### src/rtl/regfile_write_arbiter.sv
// Register-file write port arbiter: the writeback stage normally wins, and long-latency
// results wait in a small FIFO. A buffered head that is passed over too long is force-granted.
module regfile_write_arbiter #(
    parameter int XLEN         = 32,
    parameter int DEPTH        = 2,
    parameter int STARVE_LIMIT = 4
) (
    input  logic            clk,
    input  logic            rst,
    input  logic            wb_valid,
    input  logic [4:0]      wb_rd_addr,
    input  logic [XLEN-1:0] wb_wdata,
    output logic            wb_stall,
    input  logic            lu_valid,
    output logic            lu_ready,
    input  logic [4:0]      lu_rd_addr,
    input  logic [XLEN-1:0] lu_wdata,
    output logic            rf_we,
    output logic [4:0]      rf_waddr,
    output logic [XLEN-1:0] rf_wdata,
    output logic [31:0]     lu_pending_mask
);

    localparam int          AW       = $clog2(DEPTH);
    localparam logic [AW:0] FULL_CNT = (AW+1)'(DEPTH);
    localparam logic [AW:0] ZERO_CNT = {(AW+1){1'b0}};
    localparam logic [3:0]  LIMIT_M1 = 4'(STARVE_LIMIT - 1);

    typedef enum logic [1:0] {
        IDLE  = 2'd0,
        WAIT  = 2'd1,
        FORCE = 2'd2
    } state_t;

    state_t          state_r, state_next_s;
    logic [3:0]      starve_r, starve_next_s;
    logic [AW:0]     count_r, occ_if_deq_s;
    logic [AW-1:0]   wptr_r, rptr_r;
    logic [DEPTH-1:0] valid_r;
    logic [4:0]      addr_mem_r [DEPTH];
    logic [XLEN-1:0] data_mem_r [DEPTH];
    logic [31:0]     mask_r, mask_next_s;
    logic            wb_req_s, head_avail_s, enq_s;
    logic            grant_wb_raw_s, grant_head_raw_s, stall_raw_s;
    logic            grant_wb_s, grant_head_s;

    assign wb_req_s     = wb_valid && (wb_rd_addr != 5'd0);
    assign head_avail_s = (count_r != ZERO_CNT);
    assign lu_ready     = rst && (count_r != FULL_CNT);
    // Writes to x0 complete the handshake but never occupy a slot.
    assign enq_s        = lu_valid && lu_ready && (lu_rd_addr != 5'd0);
    assign occ_if_deq_s = count_r + {{AW{1'b0}}, enq_s} - {{AW{1'b0}}, head_avail_s};

    // Grants are suppressed while reset is held so nothing reaches the register file.
    assign grant_wb_s      = rst && grant_wb_raw_s;
    assign grant_head_s    = rst && grant_head_raw_s;
    assign wb_stall        = rst && stall_raw_s;
    assign lu_pending_mask = mask_r;

    // Arbitration and next-state decode.
    always_comb begin
        grant_wb_raw_s   = 1'b0;
        grant_head_raw_s = 1'b0;
        stall_raw_s      = 1'b0;
        state_next_s     = state_r;
        starve_next_s    = starve_r;
        case (state_r)
            IDLE: begin
                grant_wb_raw_s = wb_req_s;
                state_next_s   = enq_s ? WAIT : IDLE;
            end
            WAIT: begin
                if (wb_req_s) begin
                    grant_wb_raw_s = 1'b1;
                    starve_next_s  = (starve_r == 4'hF) ? starve_r : starve_r + 4'd1;
                    state_next_s   = (starve_r >= LIMIT_M1) ? FORCE : WAIT;
                end else begin
                    grant_head_raw_s = head_avail_s;
                    starve_next_s    = 4'd0;
                    state_next_s     = (occ_if_deq_s == ZERO_CNT) ? IDLE : WAIT;
                end
            end
            FORCE: begin
                grant_head_raw_s = head_avail_s;
                stall_raw_s      = wb_req_s;
                starve_next_s    = 4'd0;
                state_next_s     = (occ_if_deq_s == ZERO_CNT) ? IDLE : WAIT;
            end
            default: begin
                state_next_s  = IDLE;
                starve_next_s = 4'd0;
            end
        endcase
    end

    // Register-file port mux driven by whichever source holds the grant.
    always_comb begin
        rf_we    = 1'b0;
        rf_waddr = 5'd0;
        rf_wdata = {XLEN{1'b0}};
        if (grant_head_s) begin
            rf_we    = 1'b1;
            rf_waddr = addr_mem_r[rptr_r];
            rf_wdata = data_mem_r[rptr_r];
        end else if (grant_wb_s) begin
            rf_we    = 1'b1;
            rf_waddr = wb_rd_addr;
            rf_wdata = wb_wdata;
        end else begin
            rf_we    = 1'b0;
        end
    end

    // Pending mask reflects buffer contents after this cycle's enqueue/dequeue.
    always_comb begin
        mask_next_s = 32'd0;
        for (int i = 0; i < DEPTH; i++) begin
            mask_next_s = mask_next_s
                | ((enq_s && (wptr_r == AW'(i))) ? (32'd1 << lu_rd_addr) : 32'd0)
                | ((valid_r[i] && !(grant_head_s && (rptr_r == AW'(i))))
                   ? (32'd1 << addr_mem_r[i]) : 32'd0);
        end
    end

    // FIFO storage, pointers, FSM and mask registers.
    always_ff @(posedge clk) begin
        if (!rst) begin
            state_r  <= IDLE;
            starve_r <= 4'd0;
            count_r  <= ZERO_CNT;
            wptr_r   <= {AW{1'b0}};
            rptr_r   <= {AW{1'b0}};
            valid_r  <= {DEPTH{1'b0}};
            mask_r   <= 32'd0;
            for (int i = 0; i < DEPTH; i++) begin
                addr_mem_r[i] <= 5'd0;
                data_mem_r[i] <= {XLEN{1'b0}};
            end
        end else begin
            state_r  <= state_next_s;
            starve_r <= starve_next_s;
            mask_r   <= mask_next_s;
            count_r  <= count_r + {{AW{1'b0}}, enq_s} - {{AW{1'b0}}, grant_head_s};
            if (enq_s) begin
                addr_mem_r[wptr_r] <= lu_rd_addr;
                data_mem_r[wptr_r] <= lu_wdata;
                valid_r[wptr_r]    <= 1'b1;
                wptr_r             <= wptr_r + {{(AW-1){1'b0}}, 1'b1};
            end
            if (grant_head_s) begin
                valid_r[rptr_r] <= 1'b0;
                rptr_r          <= rptr_r + {{(AW-1){1'b0}}, 1'b1};
            end
        end
    end

endmodule
### config.mk
export PLATFORM = sky130hd
export DESIGN_NAME = regfile_write_arbiter
export DESIGN_NICKNAME = d
export VERILOG_FILES = /design/src/rtl/regfile_write_arbiter.sv
export SDC_FILE = /design/constraint.sdc
export NUM_CORES = 1
export LEC_CHECK = 0
export BUFFER_PORTS_ARGS = -buffer_cell sky130_fd_sc_hd__buf_4
export CORE_MARGIN = 5
export CORE_UTILIZATION = 35
export CTS_CLUSTER_DIAMETER = 30
export CTS_CLUSTER_SIZE = 14
export DETAILED_ROUTE_END_ITERATION = 10
export PLACE_DENSITY = 0.57
export SKIP_CTS_REPAIR_TIMING = 1
export SYNTH_ARGS = -nofsm -noshare
export SYNTH_HDL_FRONTEND = slang
export SYNTH_SLANG_ARGS = --single-unit
### constraint.sdc
create_clock -name clk -period 6.4 [get_ports clk]
set_input_delay 1.28 -clock clk [delete_from_list [all_inputs] [get_ports clk]]
set_output_delay 1.28 -clock clk [all_outputs]
set_load 0.01 [all_outputs]
==> flow_metrics.py, run 1 <==
metrics = {
    "status": {
        "outcome": "complete, no violations",
    },
    "cells_and_area": {
        "ff_latch_area_um2": 3124,
        "antenna_cells": 0,
        "layout_commonest_cell": "buf_4",
        "drive_above_1_share_pct": 27.31,
        "area.growth.synth_to_final_pct": 30.05,
        "final_cell_area_um2": 7970,
        "multi_input_comb_area_um2": 2805,
        "layout_common_cells": "154 x buf_4, 81 x and2_1, 75 x mux2i_1",
        "fillers": 1630,
        "post-route-util_pct": 46.24,
        "layout.nets": 789,
    },
    "sta": {
        "slew_headroom_pct": 31.41,
        "rsz0062_at_grt": "false",
        "timing.fmax_mhz": 194.3,
        "worst_pin_slew_ps": 1029,
        "slew_viol_final": 0,
        "timing.final.ws_setup_ps": 1253,
        "setup_tns_ps": 0,
        "holdWs_ps": 504.2,
        "hold_viol": 0,
        "finalCriticalPeriod_ps": 5147,
        "finalSetupViolCount": 0,
        "fin_crit_sh_pct": 80.43,
        "fin_skew_ps": 17.24,
    },
    "route": {
        "vias": 4829,
        "viasPerCell": 5.143,
        "route.detailed.drc": 0,
        "wl_mm": 16.48,
        "drt_iter0_markers": 317,
        "dr.pass1.iters": 5,
        "wl_per_cell_um": 17.55,
        "ant_nets": 0,
    },
    "synth": {
        "async_reset_ff_share_pct": 0,
        "netlist_area_um2": 6128,
        "synth_nets": 658,
        "yosysSeqAreaShare_pct": 50.96,
        "synth_cell_type_count": 53,
        "synth_edf_count": 74,
        "ys.flop_type": "edfxtp_1",
        "synth-seq-cells": 119,
        "syn_inst": 571,
        "yosysWarnings": 0,
        "syn_area_per_cell_um2": 10.73,
    },
    "worst_setup_path": {
        "startpoint": "wb_rd_addr[0]",
        "critPathLaunchType": "primary input",
        "cp_data_required_time_ps": 5120,
        "reg2reg_from": "state_r[1]",
        "rrSetupSlack_ps": 2770,
        "endpoint": "rf_waddr[2]",
        "arrival_ps": 3870,
        "crit_type": "primary input to output port",
        "path_max_fanout": 19,
        "rr_endpoint": "lu_pending_mask[2]",
        "ff2ff_path_depth": 11,
        "cp-end-kind": "output port",
    },
    "grt": {
        "grt_usage_pct": 16.55,
        "grt_pass1_vias": 5056,
        "grt_start_max_net_pins": 40,
        "grt_first_pass_wirelength_mm": 26.26,
        "grt.overflow.total": 0,
        "antenna_found_initial": 0,
    },
    "worst_hold_path": {
        "hold_path_class": "register to register",
    },
    "floorplan": {
        "start_util_pct": 35.55,
        "fp.dieW_um": 142.3,
        "die_area_um2": 20260,
        "ios": 150,
        "core_um2": 17240,
        "rows": 48,
        "die_y_um": 142.3,
    },
    "cts": {
        "clkSinkCount": 119,
        "cts_buffer_depth": 2,
        "numCtsBuffers": 17,
        "cts_tree": "yes",
        "htree_levels": 4,
        "cts.clk_slew.worst_paths_ps": 50,
        "clock_latency_ps": 420,
        "cts_root_buf": "clkbuf_16",
    },
    "pwr": {
        "p_leak_nw": 3.065,
        "ir_drop_mv": 0.1827,
        "pwr_density_cell_nw_per_um2": 249.6,
    },
    "placed_design": {
        "place_area_um2": 7401,
        "detailed_place_hpwl_mm": 11.77,
        "portBuffers": 149,
        "gp_congestion": 0.8486,
        "pre_cts_ws_ps": 1278,
    },
    "flow_run": {
        "maxCapViolations": 0,
    },
}
## per-stage QoR
step / instances / power [W]
floorplan: 571 / 0.0009830
global placement: 908 / 0.001074
detailed placement: 908 / 0.001079
CTS: 939 / 0.002008
global route: 939 / 0.002064
finish: 939 / 0.001989
## worst max-delay path: stages
cell	delay, ps
buf_4	120
nor3_1	770
a311o_1	310
o2111a_2	620
buf_4	360
mux2i_1	250
buf_4	150
## how the worst min path moves through the flow
stage,start,to,cells past startpoint,slack [ps]
after floorplan,rptr_r,valid_r[1],1,460
after global placement,rptr_r,valid_r[1],1,480
after detailed placement,rptr_r,valid_r[1],1,500
after CTS,rptr_r,valid_r[1],1,510
after global routing,starve_r[0],starve_r[0],2,540
final,rptr_r,valid_r[1],1,500
## cells by family (layout without fill, tap and decap cells)
logic type,Yosys count,in the layout,share of synthesized area [%]
AOI/OAI and AO/OA,73,73,8.942
xor gates and xnor gates,3,3,0.4288
adders and majority gates,9,9,1.838
buffers and inverters,51,194,3.961
DFF,119,119,50.96
muxes,75,75,12.25
and+or+nand+nor,241,241,21.62
## cells in the mapped netlist (2+ instances only)
library cell / count / area (um^2)
or2_2: 2 / 12.51
nand3_1: 6 / 30.03
buf_6: 4 / 45.04
clkbuf_1: 20 / 75.07
a22oi_1: 7 / 52.55
a32oi_1: 4 / 35.03
dfxtp_1: 45 / 900.9
nand4_1: 2 / 12.51
nor3_1: 8 / 40.04
buf_4: 2 / 15.01
nor4_1: 9 / 56.30
and2_1: 81 / 506.7
nor3b_1: 5 / 37.54
a222oi_1: 14 / 140.1
xor2_1: 2 / 17.52
buf_1: 5 / 18.77
a21oi_1: 17 / 85.08
nor2_1: 38 / 142.6
nand4b_1: 2 / 17.52
nand2b_1: 8 / 50.05
nand3b_1: 3 / 22.52
and3b_1: 5 / 43.79
a211oi_1: 2 / 15.01
a2111oi_2: 2 / 30.03
clkbuf_2: 5 / 25.02
ha_1: 9 / 112.6
buf_2: 6 / 30.03
edfxtp_1: 74 / 2222
and3_1: 5 / 31.28
o21a_1: 8 / 60.06
o21ai_0: 6 / 30.03
inv_1: 8 / 30.03
nand2_1: 54 / 202.7
nor2b_1: 4 / 25.02
o22ai_1: 6 / 37.54
or4_4: 2 / 22.52
mux2i_1: 75 / 750.7
## sequential cells by signal, summed over array words and instances, names as in the netlist, named ones only
register / count
count_r: 2
wptr_r: 1
lu_pending_mask: 32
starve_r: 4
addr_mem_r: 10
state_r: 2
rptr_r: 1
data_mem_r: 64
valid_r: 2
## layer usage
metal	wire length, um	vias up	GRT usage (%)
met3	1021	23	4.738
met2	8021	168	27.93
met4	253	0	5.703
met1	7183	2304	20.36
met5	0	-	0
li1	-	2334	-
## power by group
| group | leakage [nW] | internal, W | switching [W] |
|---|---|---|---|
| registers | 1.14 | 0.000854 | 0.0000196 |
| clock network | 0.276 | 0.000602 | 0.000326 |
| logic | 1.65 | 0.0000844 | 0.000103 |
## cell type report
cell class | count | area share (%)
clock buffer | 20 | 5.479
clock inverter | 11 | 1.664
inverter | 9 | 0.4239
multi-input combinational | 401 | 35.20
sequential | 119 | 39.20
tap | 225 | 3.532
timing repair buffer | 154 | 14.51
(Power assumes the default switching activity.)
==> run 2: changes to the inputs <==
- ABC_AREA: unset -> 1
- clock period: 6.4 -> 5.39 ns (I/O delays scaled with it)
==> run 2 against run 1 <==
Cell count rose by 21%. Global-route usage is 0.28 points lower. First-iteration DRC count grew 21%. Synthesized cell count increased by 35%. Combinational power grew 38%. Cell area up 3.1%. Sequential share of layout area decreased by 1.2 points. Wire length increased by 6.8%. Clock skew shrank 9.3 ps. Worst setup slack got worse by 120 ps. Sequential power is 19% higher. Total power rose by 29%. Highest routed layer is now met5.
==> flow_metrics.py, run 2 <==
metrics = {
    "cells_and_area": {
        "layout.nets": 984,
        "final_cells": 1138,
        "drive_above_1_share_pct": 28.49,
        "layout_commonest_cell": "nor2_1",
        "antenna_cells": 0,
        "largest_reg_flops": 64,
        "max_flop_register": "data_mem_r",
        "area.growth.synth_to_final_pct": 28.85,
        "layout_common_cells": "161 x nor2_1, 154 x buf_4, 124 x nand2_1",
        "final_cell_area_um2": 8219,
        "fillers": 1750,
    },
    "pwr": {
        "p_leak_nw": 3.629,
        "pwr_density_cell_nw_per_um2": 311.0,
        "power_w": 0.002556,
        "ir_drop_mv": 0.2285,
    },
    "cts": {
        "clock_latency_ps": 410,
        "cts_root_buf": "clkbuf_16",
        "cts_tree": "yes",
        "numCtsBuffers": 17,
        "clkSinkCount": 119,
        "htree_levels": 4,
        "cts_buffer_depth": 2,
        "cts.clk_slew.worst_paths_ps": 50,
    },
    "sta": {
        "timing.fmax_mhz": 235.0,
        "finalSetupViolCount": 0,
        "worst_pin_slew_ps": 1043,
        "fin_skew_ps": 7.987,
        "rsz0062_at_grt": "false",
        "setup_tns_ps": 0,
        "finalCriticalPeriod_ps": 4256,
        "fin_crit_sh_pct": 78.96,
        "slew_headroom_pct": 30.22,
        "slew_viol_final": 0,
        "timing.final.ws_setup_ps": 1134,
        "hold_viol": 0,
    },
    "worst_setup_path": {
        "rr_endpoint": "lu_pending_mask[22]",
        "cp_slowest_cell": "inv_2",
        "cp-end-kind": "output port",
        "crit_family": "buffers and inverters",
        "ff2ff_path_depth": 15,
        "cp_cell_sequence": "buf_4 -> nor2_1 -> nand3_2 -> nand2_2 -> nand2_2 -> nand2_2 -> nand2_2 -> buf_4 -> inv_2 -> nand2_1 -> nand2_1 -> buf_4",
        "worstPathBufferInverterCount": 4,
        "reg2reg_from": "state_r[0]",
        "critPathLaunchType": "primary input",
        "critPathMostFrequentCell": "nand2_2",
        "rrSetupSlack_ps": 2080,
        "path_max_fanout": 41,
        "cp_data_required_time_ps": 4310,
        "max_stage_delay_ps": 590,
        "crit_type": "primary input to output port",
        "arrival_ps": 3180,
    },
    "floorplan": {
        "die_area_um2": 21030,
        "ios": 150,
        "die_y_um": 145,
        "start_util_pct": 35.51,
        "core_um2": 17960,
        "fp.dieW_um": 145,
        "rows": 49,
    },
    "placed_design": {
        "pre_cts_ws_ps": 1115,
        "place_inst": 1107,
        "portBuffers": 149,
        "gp_congestion": 0.8998,
        "detailed_place_hpwl_mm": 11.83,
        "place_area_um2": 7562,
    },
    "synth": {
        "yosysTopAreaCell": "edfxtp_1",
        "yosysSeqAreaShare_pct": 48.96,
        "synth_top_area_share_pct": 34.84,
        "synth-seq-cells": 119,
        "synthTopCellsByCount": "161 x nor2_1, 126 x nand2_1, 74 x edfxtp_1",
        "yosysMostFrequentCell": "nor2_1",
        "yosysWarnings": 0,
        "synth_nets": 856,
        "ys.flop_type": "edfxtp_1",
        "yosys-top-cells-area": "edfxtp_1 35%, dfxtp_1 14%, nor2_1 9.5%",
        "netlist_area_um2": 6379,
        "synth_cell_type_count": 32,
        "synth_edf_count": 74,
        "syn_inst": 769,
        "async_reset_ff_share_pct": 0,
        "syn_area_per_cell_um2": 8.295,
    },
    "flow_run": {
        "maxCapViolations": 0,
    },
    "worst_hold_path": {
        "hold_path_class": "register to register",
        "holdPathEnd": "valid_r[1]",
        "min_from": "valid_r[1]",
        "hold_depth": 2,
    },
    "grt": {
        "grt_start_max_net_pins": 43,
        "grt_usage_pct": 16.27,
        "use_met3_pct": 3.835,
        "grt_pass1_vias": 5171,
        "grt.overflow.total": 0,
        "grt_first_pass_wirelength_mm": 27.70,
        "grt.busiest_layer": "met2",
        "grt_use_met1_pct": 21.73,
        "global_route.usage.met2_pct": 26.13,
        "antenna_found_initial": 1,
    },
    "route": {
        "wl_mm": 17.60,
        "ant_nets": 0,
        "dr.pass1.iters": 7,
        "route.detailed.drc": 0,
        "viasPerCell": 4.842,
        "wl_per_cell_um": 15.47,
        "drt_iter0_markers": 383,
        "vias": 5510,
    },
    "status": {
        "outcome": "complete, no violations",
    },
}
[run 2: worst max path at each step]
stage	start	to	slack (ps)	cells past startpoint
final	wb_rd_addr[3]	rf_wdata[1]	1130	12
after global routing	wb_rd_addr[3]	rf_wdata[1]	910	12
after CTS	wb_rd_addr[3]	rf_waddr[4]	1110	12
after detailed placement	wb_rd_addr[3]	rf_waddr[4]	1110	12
after global placement	wb_rd_addr[3]	rf_waddr[4]	1120	12
after floorplan	wb_rd_addr[3]	rf_wdata[0]	2250	11
[run 2: area by class of cell]
class                   instances  area (um^2)  area share, %
inverters                      77        289.0          3.517
clock buffers                  17        425.4          5.176
clock inverters                14        231.5          2.816
repair buffers                154         1156          14.07
flip-flops and latches        119         3124          38.01
well taps                     229        286.5          3.486
multi-input cells             528         2706          32.93
[run 2: through the flow]
stage / utilization (%) / hold slack, ps
global route: 45.75 / 546.1
CTS: 45.75 / 497.0
floorplan: - / 451.6
finish: 45.75 / 492.4
global placement: 42.10 / 468.8
detailed placement: 42.10 / 479.4
[run 2: metal layers]
| layer | wire length, um | vias up |
|---|---|---|
| li1 | - | 2787 |
| met5 | 20 | - |
| met3 | 972 | 17 |
| met2 | 8290 | 158 |
| met1 | 8130 | 2546 |
| met4 | 188 | 2 |
[run 2: cells by family (layout without fill, tap and decap cells)]
family / after synthesis / in the layout / share of synthesized area, %
buffers and inverters: 122 / 262 / 8.768
AO/OA/AOI/OAI: 53 / 53 / 4.767
flip-flops: 119 / 119 / 48.96
multiplexers: 32 / 32 / 5.649
adder cells (fa/ha/maj): 9 / 9 / 1.765
XOR/XNOR: 3 / 3 / 0.4120
AND/OR/NAND/NOR: 431 / 431 / 29.68
[run 2: power breakdown]
group / internal (W) / switching (W) / leakage (nW)
Sequential: 0.00102 / 0.0000251 / 1.14
Combinational: 0.000106 / 0.000152 / 2.18
Clock: 0.000860 / 0.000397 / 0.314
[run 2: worst register-to-register path: stages (launching register included)]
cell,delay (ps)
dfxtp_1,370
inv_1,80
ha_1,270
nand2_1,50
nor2_1,240
nand2_2,70
buf_4,270
inv_2,600
ha_1,280
nor2_1,60
nand2_1,410
inv_1,120
nand2_1,80
o21ai_0,70
o21bai_1,170
inv_1,60
